==> src/rtl/if_id_pipe_reg.sv <==
// IF/ID pipeline register: two-entry skid FIFO with valid/ready handshake, flush and NOP bubbles.
// State updates on the falling clock edge. Define IF_ID_PERF_EN to add the stall_count counter.
module if_id_pipe_reg #(
  parameter int unsigned          PC_W      = 32,
  parameter int unsigned          INSTR_W   = 32,
  parameter logic [INSTR_W-1:0]   NOP_INSTR = {INSTR_W{1'b0}}
) (
  input  logic               clock,
  input  logic               reset_n,
  input  logic               in_valid,
  output logic               in_ready,
  input  logic [PC_W-1:0]    in_pc,
  input  logic [INSTR_W-1:0] in_instruction,
  input  logic               flush,
  output logic               out_valid,
  input  logic               out_ready,
  output logic [PC_W-1:0]    out_pc,
  output logic [INSTR_W-1:0] out_instruction
`ifdef IF_ID_PERF_EN
  ,
  output logic [15:0]        stall_count
`endif
);

  typedef enum logic [1:0] {StEmpty, StOne, StTwo} state_e;

  state_e             state_q, state_d;
  logic [PC_W-1:0]    head_pc_q, head_pc_d;
  logic [INSTR_W-1:0] head_instr_q, head_instr_d;
  logic [PC_W-1:0]    skid_pc_q, skid_pc_d;
  logic [INSTR_W-1:0] skid_instr_q, skid_instr_d;
  logic               accept, drain;

  // Handshake flags come from registered state only, so no input reaches an output combinationally.
  assign in_ready        = (state_q != StTwo);
  assign out_valid       = (state_q != StEmpty);
  assign out_pc          = head_pc_q;
  assign out_instruction = head_instr_q;

  assign accept = in_valid & in_ready;
  assign drain  = out_valid & out_ready;

  always_comb begin
    state_d      = state_q;
    head_pc_d    = head_pc_q;
    head_instr_d = head_instr_q;
    skid_pc_d    = skid_pc_q;
    skid_instr_d = skid_instr_q;
    if (flush) begin
      // Incoming entry is dropped; out_pc keeps its last value.
      state_d      = StEmpty;
      head_instr_d = NOP_INSTR;
    end else begin
      unique case (state_q)
        StEmpty: begin
          if (accept) begin
            state_d      = StOne;
            head_pc_d    = in_pc;
            head_instr_d = in_instruction;
          end
        end
        StOne: begin
          if (accept && drain) begin
            head_pc_d    = in_pc;
            head_instr_d = in_instruction;
          end else if (accept) begin
            state_d      = StTwo;
            skid_pc_d    = in_pc;
            skid_instr_d = in_instruction;
          end else if (drain) begin
            state_d      = StEmpty;
            head_instr_d = NOP_INSTR;
          end
        end
        StTwo: begin
          if (drain) begin
            state_d      = StOne;
            head_pc_d    = skid_pc_q;
            head_instr_d = skid_instr_q;
          end
        end
        default: begin
          state_d      = StEmpty;
          head_instr_d = NOP_INSTR;
        end
      endcase
    end
  end

  always_ff @(negedge clock) begin
    if (!reset_n) begin
      state_q      <= StEmpty;
      head_pc_q    <= '0;
      head_instr_q <= NOP_INSTR;
      skid_pc_q    <= '0;
      skid_instr_q <= '0;
    end else begin
      state_q      <= state_d;
      head_pc_q    <= head_pc_d;
      head_instr_q <= head_instr_d;
      skid_pc_q    <= skid_pc_d;
      skid_instr_q <= skid_instr_d;
    end
  end

`ifdef IF_ID_PERF_EN
  logic [15:0] stall_q, stall_d;

  // Saturating; flush does not clear it.
  always_comb begin
    stall_d = stall_q;
    if (in_valid && !in_ready && (stall_q != 16'hFFFF)) begin
      stall_d = stall_q + 16'd1;
    end
  end

  always_ff @(negedge clock) begin
    if (!reset_n) begin
      stall_q <= '0;
    end else begin
      stall_q <= stall_d;
    end
  end

  assign stall_count = stall_q;
`endif

endmodule

==> config.mk <==
export PLATFORM = sky130hd
export DESIGN_NAME = if_id_pipe_reg
export DESIGN_NICKNAME = d
export VERILOG_FILES = /design/src/rtl/if_id_pipe_reg.sv
export SDC_FILE = /design/constraint.sdc
export NUM_CORES = 1
export LEC_CHECK = 0
export BUFFER_PORTS_ARGS = -buffer_cell sky130_fd_sc_hd__buf_2
export CAP_MARGIN = 20
export CORE_MARGIN = 4
export CORE_UTILIZATION = 55
export CTS_CLUSTER_SIZE = 8
export DETAILED_ROUTE_END_ITERATION = 8
export PLACE_DENSITY = 0.81
export SLEW_MARGIN = 30
export SYNTH_ARGS = -nofsm -noshare
export SYNTH_HDL_FRONTEND = slang
export SYNTH_SLANG_ARGS = --single-unit
==> constraint.sdc <==
create_clock -name clock -period 1.5 [get_ports clock]
set_input_delay 0 -clock clock [delete_from_list [all_inputs] [get_ports clock]]
set_output_delay 0 -clock clock [all_outputs]
set_load 0.05 [all_outputs]
* Word-level counts from Yosys, hierarchy flattened
Index checks and enable logic that the tools add are counted.
W data, S select, Z words.
** Word-level totals
- Flip-flop bits (word level) :: 130
- Logic and storage cells :: 45
** Cells by class
- Eq/ne operators :: 10
- Multiplexer cells :: 16
- Bitwise gates (word level) :: 5
- Reduce and logical (&&, ||, !) cells :: 9
** Operator list (count)
- $mux W32 :: 8
- $pmux W32 S3 :: 2
- $reduce_and A4 Y1 :: 3
- $mux W2 :: 5
- $ne A2 B2 Y1 const B :: 5
- $ne A3 B3 Y1 const B :: 3
- $pmux W2 S3 :: 1
- $reduce_and A5 Y1 :: 1
- $not A1 Y1 :: 3
- $reduce_bool A3 Y1 :: 1
- $and A1 B1 Y1 :: 2
- $eq A2 B1 Y1 const B :: 1
- $eq A2 B2 Y1 const B :: 1
- $logic_not A2 Y1 :: 1
- $reduce_bool A2 Y1 :: 1
- $reduce_or A2 Y1 :: 1
- $logic_and A1 B1 Y1 :: 1

* Logic depth before layout (Yosys ltp)
- Depth after elaboration :: 6
- Depth in mapped cells :: 6
- Mapped depth without buffers :: 4

==> metrics.txt <==
CP Launch Point state_q[0]; synth warn 0; RSZ-0062 raised after global routing yes; mux share of post-synthesis cell area under 10%; Slew Limit Fails 0; detailed-route wire length per cell ~32 µm; Via-to-Cell Ratio approximately 6.9; CTS tree built; final net count around 990; final clock skew 115.7 ps; top cells by count, synth 130 x dfxtp_1, 120 x nand2_2, 60 x a21boi_2; final wirelength 34140 µm; ys async rst share 0%; critical-path maximum fanout 23; largest net degree at the start of global routing 86; dpl ws -466.6 ps; overall global routing resource usage between 30% and 40%; worst skew pair latency about 640 ps; largest area contributor in the netlist dfxtp_1; GP Congestion 0.7816; H-tree levels 4; mean post-synth cell area around 10 µm²; final core occ 95.69%; die area roughly 0.013 mm²; xor/xnor cell area share of the yosys netlist 0%; Non-Filler Instances 1072; total of max-cap violations 0; DRT Pass-1 Iters 9; Power Density ~1100 mW/mm²; input/output buffers between 100 and 150; Slew HR a little under three fifths; io pins between 100 and 150; Chip Height between 100 and 150 µm; vias in the first global route approximately 6800; startpoint of the worst hold path in_instruction[0]; final worst setup slack -642.8 ps; Final ANT Viol Nets 0; Setup crit end kind flop; synthesized area a little over 0.006 mm²; Syn-to-layout area delta 68.90%; initial antenna violation count 3; Final Cycle Share 142.9%; DPL Wire Length just under 10000 µm; Worst-Margin Slew 673.7 ps; row count 38; core area about 0.011 mm²; status finished, violations left; worst path arrival time 3280 ps; post-synth cell types 35; Starting Density 56.65%; global route overflow 0; EDFF count, synth 0; r2r startpoint state_q[0]; final instance area about 0.010 mm²; Synth top area share a little over two fifths; total number of vias roughly 7400; Reg clk slew, reported paths 200 ps; # DRC 4; Num CTS Buffers 17; CTS max path bufs 2; Area after DPL between 0.007 and 0.008 mm²; first-pass GRT wire length around 35000 µm; final-report hold violation count 0; Post-Synth Adder-Cell Area 0%; required time worst endpoint 2640 ps; upper clock frequency limit roughly 470 MHz; Root Driver clkbuf_8; DP Cell Count 842; main combinational cell family by area after synthesis compound AO/OA/AOI/OAI gates; synthesized flop and latch total between 100 and 150; failing checks DRC, setup timing; maximum vdd drop approximately 1400 µV; count leader, synth dfxtp_1; Iter 0 DRT Violations roughly 1200; Hold Buf Count CTS 0; Leak Pwr approximately 4.5 nW; die width 113.9 µm; Mapped Nets roughly 660; synthesized instance count between 500 and 600; overall power 11.81 mW; fraction of layout instances using a drive strength above 1 approximately 67%; Final setup viols 195; clk sinks between 100 and 150; min Tclk post-route 2143 ps; Synth Area in Compound Gates around 29%; crit start category flop; post-synthesis simple-gate area fraction around 16%; top cells by area, synth dfxtp_1 42%, nand2_2 12%, a21boi_2 11%; Top FF cell, synth dfxtp_1; critical path type flop to flop; class of the worst hold path input port to flop; sequential-to-total area share from yosys stat between 40% and 50%
routing by layer:
metal / share of wire (%) / wire [µm] / GRT usage [%]
met5: 0 / 0 / 0
met3: 14 / 4661 / 11.25
met4: 10 / 3578 / 20.67
met2: 45 / 15280 / 58.62
met1: 31 / 10620 / 37.04
cell usage in the layout, fill, tap and decap left out, drive strengths merged:
| cell | instances |
|---|---|
| a211oi | 1 |
| a21boi | 64 |
| a21oi | 2 |
| a22oi | 32 |
| and2b | 2 |
| and3b | 1 |
| buf | 222 |
| bufinv | 2 |
| clkbuf | 26 |
| clkinvlp | 1 |
| dfxtp | 130 |
| diode | 2 |
| inv | 142 |
| mux2 | 33 |
| mux2i | 1 |
| nand2 | 161 |
| nand2b | 4 |
| nor2 | 3 |
| nor3 | 1 |
| o211ai | 32 |
| o21ai | 32 |
| o22a | 2 |
| o2bb2ai | 32 |
| or2 | 2 |
| or3 | 2 |
cell type report:
class / count / area (µm²)
antenna: 2 / 5.005
clock inverter: 145 / 638.1
tap: 140 / 175.2
fill: 245 / 469.2
timing repair buffer: 231 / 2706
sequential: 130 / 2718
clock buffer: 17 / 414.1
multi-input combinational: 407 / 3762
sequential cells by signal, indices dropped and copies added, names as in the netlist:
signal,count
out_instruction,32
out_pc,32
skid_instr_q,32
skid_pc_q,32
state_q,2
path summary, 6_finish.rpt:
| path | endpoint | slack (ps) | cells past startpoint |
|---|---|---|---|
| worst max-delay path | out_instruction[17] | -640 | 8 |
| worst min-delay path | skid_instr_q[0] | 360 | 3 |
| worst max register to register | out_instruction[17] | -640 | 8 |
| worst min register to register | out_instruction[4] | 490 | 1 |
power breakdown:
part	switching (mW)	internal, mW	total [mW]
sequential	0.104	3.56	3.66
clock	3.65	2.87	6.52
combinational	0.942	0.688	1.63
total	4.70	7.12	11.8
worst max-delay path: stages (launching register included):
cell and delay, ps:
dfxtp_2 340, buf_4 110, buf_6 100, buf_6 110
and3b_2 240, buf_4 150, buf_6 170, a22oi_1 580
o2bb2ai_2 180
timing repair:
action / CTS / global route
setup buffers: 20 / 29
setup endpoints to repair: 118 / 194
pin swaps: 10 / 27
resized for setup: 301 / 110
gates cloned: 9 / 13
kinds of logic after synthesis:
| kind of cell | Yosys count |
|---|---|
| AO/OA/AOI/OAI | 197 |
| multiplexers | 34 |
| buffers and inverters | 56 |
| AND/OR/NAND/NOR | 175 |
| flip-flops | 130 |
per-stage QoR:
stage	TNS [ps]	hold slack (ps)
floorplan	-27290	440.9
global placement	-52100	438.5
detailed placement	-55600	442.2
CTS	-36030	456.8
global route	-62540	362.4
finish	-57730	360.1
No activity file was read; power rests on OpenSTA's default activity.
